### src/rtl/i2s_dac_tx.sv
// -----------------------------------------------------------------------------
// i2s_dac_tx
//   I2S (Philips) master transmitter feeding the WM8731 DAC input. Accepts
//   stereo pairs from the FIR stage over valid/ready, parks one pair in a
//   holding register, and shifts each frame out MSB first with the standard
//   one-BCLK delay after the DACLRC edge. BCLK and DACLRC are derived from
//   clk_i by integer division.
//
// Parameters
//   DATA_W   sample width per channel (two's complement, passed bit-exact)
//   SLOT_W   BCLK periods per channel slot (SLOT_W >= DATA_W)
//   BCLK_DIV clk_i cycles per BCLK half-period (BCLK_DIV >= 2)
//
// Ports
//   clk_i, rst_ni       system clock, async active-low reset
//   en_i                serializer enable (holding register unaffected)
//   l_data_i, r_data_i  stereo sample pair
//   valid_i, ready_o    pair handshake; ready_o = holding register empty
//   bclk_o, lrck_o      bit clock / DACLRC (0 = left, 1 = right)
//   dacdat_o            serial data, changes on BCLK falling edges only
//   underrun_o          1-cycle pulse when a frame starts with no pair held
// -----------------------------------------------------------------------------
module i2s_dac_tx #(
  parameter int DATA_W   = 16,
  parameter int SLOT_W   = 16,
  parameter int BCLK_DIV = 4
) (
  input  logic              clk_i,
  input  logic              rst_ni,
  input  logic              en_i,
  input  logic [DATA_W-1:0] l_data_i,
  input  logic [DATA_W-1:0] r_data_i,
  input  logic              valid_i,
  output logic              ready_o,
  output logic              bclk_o,
  output logic              lrck_o,
  output logic              dacdat_o,
  output logic              underrun_o
);

  localparam int FRAME_W = 2 * SLOT_W;
  localparam int DIV_W   = (BCLK_DIV > 2) ? $clog2(BCLK_DIV) : 1;
  localparam int BIT_W   = $clog2(FRAME_W);

  localparam logic [DIV_W-1:0] DIV_LAST = DIV_W'(BCLK_DIV - 1);
  localparam logic [BIT_W-1:0] BIT_LAST = BIT_W'(FRAME_W - 1);
  localparam logic [BIT_W-1:0] SLOT_B   = BIT_W'(SLOT_W);

  // Holding register
  logic [DATA_W-1:0] hold_l_q, hold_l_d;
  logic [DATA_W-1:0] hold_r_q, hold_r_d;
  logic              hold_full_q, hold_full_d;

  // Clock generation and framing
  logic [DIV_W-1:0]   div_cnt_q, div_cnt_d;
  logic               bclk_q, bclk_d;
  logic [BIT_W-1:0]   bit_cnt_q, bit_cnt_d;
  logic [FRAME_W-1:0] shift_q, shift_d;   // MSB is the next bit to emit
  logic               lrck_q, lrck_d;
  logic               dacdat_q, dacdat_d;
  logic               underrun_q, underrun_d;

  logic               wrap, fall_tick, transfer;
  logic [BIT_W-1:0]   bit_nxt;
  logic [SLOT_W-1:0]  slot_l, slot_r;

  // Left-justify each sample in its slot; trailing pad bits are zero.
  always_comb begin
    slot_l = '0;
    slot_r = '0;
    slot_l[SLOT_W-1 -: DATA_W] = hold_l_q;
    slot_r[SLOT_W-1 -: DATA_W] = hold_r_q;
  end

  assign wrap      = (div_cnt_q == DIV_LAST);
  assign fall_tick = wrap && bclk_q;
  assign bit_nxt   = (bit_cnt_q == BIT_LAST) ? '0 : bit_cnt_q + BIT_W'(1);
  // Only possible while empty, so it never collides with a frame-load clear.
  assign transfer  = valid_i && !hold_full_q;

  always_comb begin
    hold_l_d    = hold_l_q;
    hold_r_d    = hold_r_q;
    hold_full_d = hold_full_q;
    div_cnt_d   = div_cnt_q;
    bclk_d      = bclk_q;
    bit_cnt_d   = bit_cnt_q;
    shift_d     = shift_q;
    lrck_d      = lrck_q;
    dacdat_d    = dacdat_q;
    underrun_d  = 1'b0;

    if (transfer) begin
      hold_l_d    = l_data_i;
      hold_r_d    = r_data_i;
      hold_full_d = 1'b1;
    end

    if (!en_i) begin
      // Park everything in its post-reset state so re-enable replays the
      // exact reset timing; the held pair survives.
      div_cnt_d = '0;
      bclk_d    = 1'b0;
      bit_cnt_d = BIT_LAST;
      shift_d   = '0;
      lrck_d    = 1'b0;
      dacdat_d  = 1'b0;
    end else begin
      div_cnt_d = wrap ? '0 : div_cnt_q + DIV_W'(1);
      if (wrap) bclk_d = !bclk_q;

      if (fall_tick) begin
        bit_cnt_d = bit_nxt;
        lrck_d    = (bit_nxt >= SLOT_B);
        // Emitting the shifter MSB before loading gives the one-BCLK delay:
        // at bit 0 the last bit of the previous frame goes out.
        dacdat_d  = shift_q[FRAME_W-1];
        if (bit_nxt == '0) begin
          if (hold_full_q) begin
            shift_d     = {slot_l, slot_r};
            hold_full_d = 1'b0;
          end else begin
            shift_d     = '0;
            underrun_d  = 1'b1;
          end
        end else begin
          shift_d = {shift_q[FRAME_W-2:0], 1'b0};
        end
      end
    end
  end

  always_ff @(posedge clk_i or negedge rst_ni) begin
    if (!rst_ni) begin
      hold_l_q    <= '0;
      hold_r_q    <= '0;
      hold_full_q <= 1'b0;
      div_cnt_q   <= '0;
      bclk_q      <= 1'b0;
      bit_cnt_q   <= BIT_LAST;
      shift_q     <= '0;
      lrck_q      <= 1'b0;
      dacdat_q    <= 1'b0;
      underrun_q  <= 1'b0;
    end else begin
      hold_l_q    <= hold_l_d;
      hold_r_q    <= hold_r_d;
      hold_full_q <= hold_full_d;
      div_cnt_q   <= div_cnt_d;
      bclk_q      <= bclk_d;
      bit_cnt_q   <= bit_cnt_d;
      shift_q     <= shift_d;
      lrck_q      <= lrck_d;
      dacdat_q    <= dacdat_d;
      underrun_q  <= underrun_d;
    end
  end

  assign ready_o    = !hold_full_q;
  assign bclk_o     = bclk_q;
  assign lrck_o     = lrck_q;
  assign dacdat_o   = dacdat_q;
  assign underrun_o = underrun_q;

endmodule
### config.mk
export PLATFORM = sky130hd
export DESIGN_NAME = i2s_dac_tx
export DESIGN_NICKNAME = d
export VERILOG_FILES = /design/src/rtl/i2s_dac_tx.sv
export SDC_FILE = /design/constraint.sdc
export NUM_CORES = 1
export LEC_CHECK = 0
export ABC_AREA = 0
export CAP_MARGIN = 10
export CORE_ASPECT_RATIO = 1.2
export CORE_UTILIZATION = 40
export DETAILED_ROUTE_END_ITERATION = 7
export GPL_ROUTABILITY_DRIVEN = 0
export PLACE_DENSITY_LB_ADDON = 0.1
export RECOVER_POWER = 100
export SLEW_MARGIN = 10
export SYNTH_ARGS = -nofsm -noshare
export SYNTH_HDL_FRONTEND = slang
export SYNTH_SLANG_ARGS = --single-unit
### constraint.sdc
create_clock -name clk_i -period 2.3 [get_ports clk_i]
set_input_delay 0.46 -clock clk_i [delete_from_list [all_inputs] [get_ports clk_i]]
set_output_delay 0.46 -clock clk_i [all_outputs]
set_load 0.05 [all_outputs]
==> results of run 1 <==
[cell families after synthesis]
family	share of synthesized area [%]
AOI/OAI and AO/OA	17.1
xor gates and xnor gates	0.454
adders and majority gates	1.30
buffers and inverters	5.00
DFF	49.5
muxes	18.7
and+or+nand+nor	7.91
[cell usage after synthesis, drive strengths merged (2+ instances only)]
| library cell | n |
|---|---|
| a22oi | 62 |
| nor2b | 3 |
| dfstp | 5 |
| nand2 | 42 |
| a21boi | 2 |
| buf | 19 |
| nand3 | 7 |
| xor2 | 2 |
| and2 | 4 |
| clkbuf | 10 |
| nor2 | 4 |
| dfrtp | 71 |
| mux2 | 63 |
| ha | 4 |
[per-layer routing]
layer / GRT usage, % / up-vias
met3: 3.67 / 8
met5: 0 / -
met4: 7.48 / 0
met1: 21.6 / 1256
met2: 27.6 / 33
li1: - / 1205
[cells in the final DEF, fill, tap and decap left out, types with 5 or more instances in the layout]
master	count
clkbuf_1	5
buf_4	7
a22oi_2	20
mux2_2	56
nand2_1	42
nand3_1	5
dlygate4sd3_1	5
clkdlybuf4s50_1	33
dfrtp_1	71
a22oi_1	42
clkbuf_8	11
dfstp_2	5
mux2_1	7
[flip-flops by register name, summed over array words and instances (netlist names)]
register	flops
underrun_o	1
dacdat_o	1
hold_full_q	1
hold_r_q	16
bit_cnt_q	5
div_cnt_q	2
shift_q	32
lrck_o	1
bclk_o	1
hold_l_q	16
[power by group through the flow]
stage                     Combinational [µW]  Clock (µW)  Sequential, µW
after floorplan                          728           0            1770
after global placement                   887           0            1870
after detailed placement                 903           0            1870
after CTS                                909         950            1840
after global routing                     959        1000            1870
final                                    867         916            1830
[worst max-delay path, cell delays in order (launching register included)]
cell and delay, ps:
dfstp_2 580, ha_1 180, and3_2 190, ha_2 220
nor2b_1 70, mux2i_2 210, and4b_2 350, clkbuf_16 220
a22oi_2 80
[worst max-delay path by stage]
| stage | to | slack [ps] | startpoint | cells past startpoint |
|---|---|---|---|---|
| CTS | shift_q[3]$_DFFE_PN0P_ | 60 | bit_cnt_q[0]$_DFFE_PN1P_ | 8 |
| floorplan | shift_q[10]$_DFFE_PN0P_ | 230 | bit_cnt_q[0]$_DFFE_PN1P_ | 9 |
| global placement | shift_q[3]$_DFFE_PN0P_ | 150 | bit_cnt_q[0]$_DFFE_PN1P_ | 8 |
| global route | shift_q[5]$_DFFE_PN0P_ | -20 | bit_cnt_q[0]$_DFFE_PN1P_ | 8 |
| detailed placement | shift_q[3]$_DFFE_PN0P_ | 80 | bit_cnt_q[0]$_DFFE_PN1P_ | 8 |
| finish | shift_q[8]$_DFFE_PN0P_ | 80 | bit_cnt_q[0]$_DFFE_PN1P_ | 8 |
[repair_timing]
action                     in CTS  in global routing
gates resized for setup         0                  2
hold buffers                    0                  0
setup endpoints to repair       0                 32
[layout make-up]
| class | count | area [µm²] | share of cell area (%) |
|---|---|---|---|
| clock inverters | 2 | 10.0 | 0.222 |
| multi-input cells | 204 | 1710 | 38.0 |
| well taps | 120 | 150 | 3.33 |
| repair buffers | 57 | 569 | 12.6 |
| clock buffers | 13 | 159 | 3.52 |
| inverters | 1 | 3.75 | 0.0832 |
| flip-flops and latches | 76 | 1910 | 42.3 |
[stage by stage]
stage | instances | setup slack [ps] | utilization (%)
after global placement | 457 | 146 | 47.7
after detailed placement | 457 | 80.5 | 47.7
final | 473 | 80.2 | 48.9
after global routing | 473 | -19.5 | 48.9
after CTS | 472 | 65.0 | 49.5
after floorplan | 310 | 225 | -
==> metrics.yaml, run 1 <==
run_status: "finished clean"
drv_cap: 0
ctsHtreeMaxLevel: 3
post_cts_buffers: 0
grt_max_degree: 41
root_buffer: "clkbuf_8"
syn_to_final_growth_pct: 17.0
grt_pass1_wl_mm: 13.0
powerDensity_nw_per_um2: 801
syn_inst: 310
antenna_found_initial: 0
hold_violations: 0
wl_met2_mm: 3.73
rows: 38
p_leak_uw: 0.00194
crit_type: "flip-flop to flip-flop"
dieHeight_um: 110
pwr-share-seq_pct: 50.7
synthFlopType: "dfrtp_1"
port-buffer-count: 40
placed_area_um2: 4400
swShare_pct: 28.2
min_period_over_period_pct: 96.5
detailroute.via_count: 2502
synth_nets: 350
die_area_um2: 10000
synth.area.top_cells: "dfrtp_1 (46%), mux2_2 (16%), a22oi_2 (9.7%)"
drt_pass1_iterations: 4
drt_iter0_markers: 131
rr_worst_depth: 8
synth.largest_area_cell: "dfrtp_1"
crit_path_end_kind: "flip-flop"
finalWirelength_mm: 7.75
slew_headroom_pct: 34.2
drv_slew: 0
dp_hpwl_mm: 4.81
clockBufferDepth: 2
drc: 0
fin_skew_ps: 8.31
power_frac_comb_pct: 24.0
crit_arrival_ps: 2450
internal-power_uw: 2600
clock_sinks: 76
synthArstFlopShare_pct: 100
setup-tns-final_ps: 0
viasPerCell: 5.29
clk_pin_slew_ps: 70
cts_tree: "done"
ant_nets: 0
core_area_um2: 9220
clkLatencyLatePin_ps: 350
drive_above_1_share_pct: 33.1
synth_top_area_share_pct: 46.1
start_kind: "flip-flop"
ys_types: 32
avgRoutedWirePerCell_um: 16.4
netlist_area_um2: 3860
hp-class: "primary input to asynchronous set/reset pin"
top_layer: "met4"
die_w_um: 91.6
diodes: 0
worstReg2RegStart: "bit_cnt_q[0]$_DFFE_PN1P_"
r2r_end: "shift_q[8]$_DFFE_PN0P_"
nets: 389
max_freq_mhz: 450
grt_usage_pct: 16.9
fillCellCount: 892
clockPowerShare_pct: 25.3
p_sw_uw: 1020
cts_buffers: 9
worstMarginPinSlew_ps: 988
ys_ff_latch: 76
io_pins: 41
final_cell_area_um2: 4510
yosysSeqAreaShare_pct: 49.5
initial_core_util_pct: 41.8
synth_edf_count: 0
synth_warnings: 0
worstPathMaxFanout: 16
ir_drop_uv: 331
fin_hold_ws_ps: 260
gr-total-overflow: 0
syn_area_per_cell_um2: 12.4
met3_wirelength_um: 236
grt_pass1_vias: 2560
setup_viol: 0
critPathRequiredTime_ps: 2530
total_power_uw: 3610
min_period_ps: 2220
wl_met1_mm: 3.66
r2r_setup_slack_ps: 80
Power figures use the tool's default switching activity.
==> run 2, diff against run 1 <==
Settings changed: CTS_BUF_LIST set to sky130_fd_sc_hd__clkbuf_16, CTS_CLUSTER_DIAMETER set to 100.
==> metrics.yaml, run 2 (same netlist as run 1, synthesis figures left out) <==
placed_area_um2: 4400
drt_iter0_markers: 151
nets: 389
clock_sinks: 76
die_area_um2: 10000
ctsHtreeMaxLevel: 3
hp-class: "primary input to asynchronous set/reset pin"
io_pins: 41
layout_common_cells: "dfrtp_1 (71), mux2_2 (56), a22oi_1 (45)"
largest_reg_flops: 32
drt_pass1_iterations: 4
fillCellCount: 879
crit_arrival_ps: 2390
grt_pass1_wl_mm: 13.0
cts_buffers: 9
multi_input_area_um2: 1690
setup_viol: 0
grt_usage_pct: 17.0
port-buffer-count: 40
die_w_um: 91.6
powerDensity_nw_per_um2: 857
slew_headroom_pct: 33.6
root_buffer: "clkbuf_16"
clk_pin_slew_ps: 60
crit_type: "flip-flop to flip-flop"
detailroute.via_count: 2518
core_area_um2: 9220
cts_tree: "done"
clockBufferDepth: 2
place_ws_ps: 80.5
gr-total-overflow: 0
crit_path_end_kind: "flip-flop"
diodes: 0
run_status: "finished clean"
viasPerCell: 5.32
start_kind: "flip-flop"
ant_nets: 0
drv_cap: 0
rows: 38
fin_skew_ps: 7.48
post_cts_buffers: 0
largest-register: "shift_q"
min_period_over_period_pct: 94.8
clockPowerShare_pct: 31.0
ir_drop_uv: 380
worstMarginPinSlew_ps: 996
max_freq_mhz: 459
mostFrequentLayoutCell: "dfrtp_1"
p_leak_uw: 0.00197
dieHeight_um: 110
swShare_pct: 26.9
initial_core_util_pct: 41.8
largestRegisters: "shift_q (32), hold_l_q (16), hold_r_q (16)"
worstPathMaxFanout: 16
setup-tns-final_ps: 0
fin_ws_ps: 120
pwr-share-seq_pct: 46.9
grt_max_degree: 41
p_sw_uw: 1050
antenna_found_initial: 0
seq_area_um2: 1910
grt_pass1_vias: 2555
syn_to_final_growth_pct: 18.5
finalWirelength_mm: 7.81
final_cell_area_um2: 4570
hold_violations: 0
drc: 0
instances_no_fill: 473
internal-power_uw: 2860
clkLatencyLatePin_ps: 330
drv_slew: 0
drive_above_1_share_pct: 31.4
critPathRequiredTime_ps: 2510
avgRoutedWirePerCell_um: 16.5
cts-resized-gates: 0
cts_hold_buf: 0
dp_hpwl_mm: 4.81
rsz0062_at_grt: "false"
placed_cells_incl_taps: 457
min_period_ps: 2180
power_frac_comb_pct: 22.1
total_power_uw: 3920
[run 2: changes by cell type in the layout (fill, tap and decap cells not counted), moves of 2 or more]
cell	change
a22oi_1	+3
dlygate4sd3_1	-4
clkbuf_8	-11
clkinv_1	+2
a22oi_2	-3
clkbuf_16	+9
clkbuf_1	-2
clkdlybuf4s50_1	+4
inv_1	+2
[run 2: worst max-delay path, stage by stage (launching register included)]
cell     delay [ps]
dfstp_2         570
ha_1            180
and3_2          190
ha_2            220
nor2b_1          70
mux2i_2         190
and4b_2         330
buf_8           210
a22oi_1         110
[run 2: power groups by stage]
stage               clock (µW)  sequential [µW]  combinational, µW
CTS                       1250             1850                909
global route              1310             1880                954
global placement             0             1870                887
finish                    1210             1830                867
floorplan                    0             1770                728
detailed placement           0             1870                903
[run 2: cell type report]
| cell class | instances | share of cell area, % |
|---|---|---|
| Sequential cell | 76 | 41.7 |
| Clock inverter | 6 | 0.547 |
| Multi-Input combinational cell | 204 | 37.0 |
| Clock buffer | 9 | 4.93 |
| Inverter | 1 | 0.0821 |
| Timing Repair Buffer | 57 | 12.4 |
| Tap cell | 120 | 3.28 |
[run 2: routing by layer]
metal / track usage [%] / wire [µm] / vias to the layer above / part of all wire (%)
li1: - / - / 1212 / -
met4: 7.82 / 144 / 0 / 1.8
met2: 27.6 / 3770 / 32 / 48
met3: 3.67 / 236 / 10 / 3.0
met5: 0 / 0 / - / 0
met1: 21.8 / 3670 / 1264 / 47
[run 2: final timing paths]
path	start	end	slack (ps)	depth (start not counted)
min	rst_ni	shift_q[9]$_DFFE_PN0P_	290	1
max	bit_cnt_q[0]$_DFFE_PN1P_	shift_q[3]$_DFFE_PN0P_	120	8
min reg2reg	div_cnt_q[0]$_DFF_PN0_	div_cnt_q[0]$_DFF_PN0_	430	1
min in group clk_i	div_cnt_q[0]$_DFF_PN0_	div_cnt_q[0]$_DFF_PN0_	430	1
max in group asynchronous	rst_ni	hold_l_q[14]$_DFFE_PN0P_	760	2
max reg2reg	bit_cnt_q[0]$_DFFE_PN1P_	shift_q[3]$_DFFE_PN0P_	120	8
[run 2: metrics by stage]
step | hold WS [ps] | utilization (%)
2_1_floorplan | 164 | -
3_3_place_gp | 420 | 47.7
3_5_place_dp | 425 | 47.7
4_1_cts | 132 | 50.4
5_1_grt | 385 | 49.6
6_report | 289 | 49.6
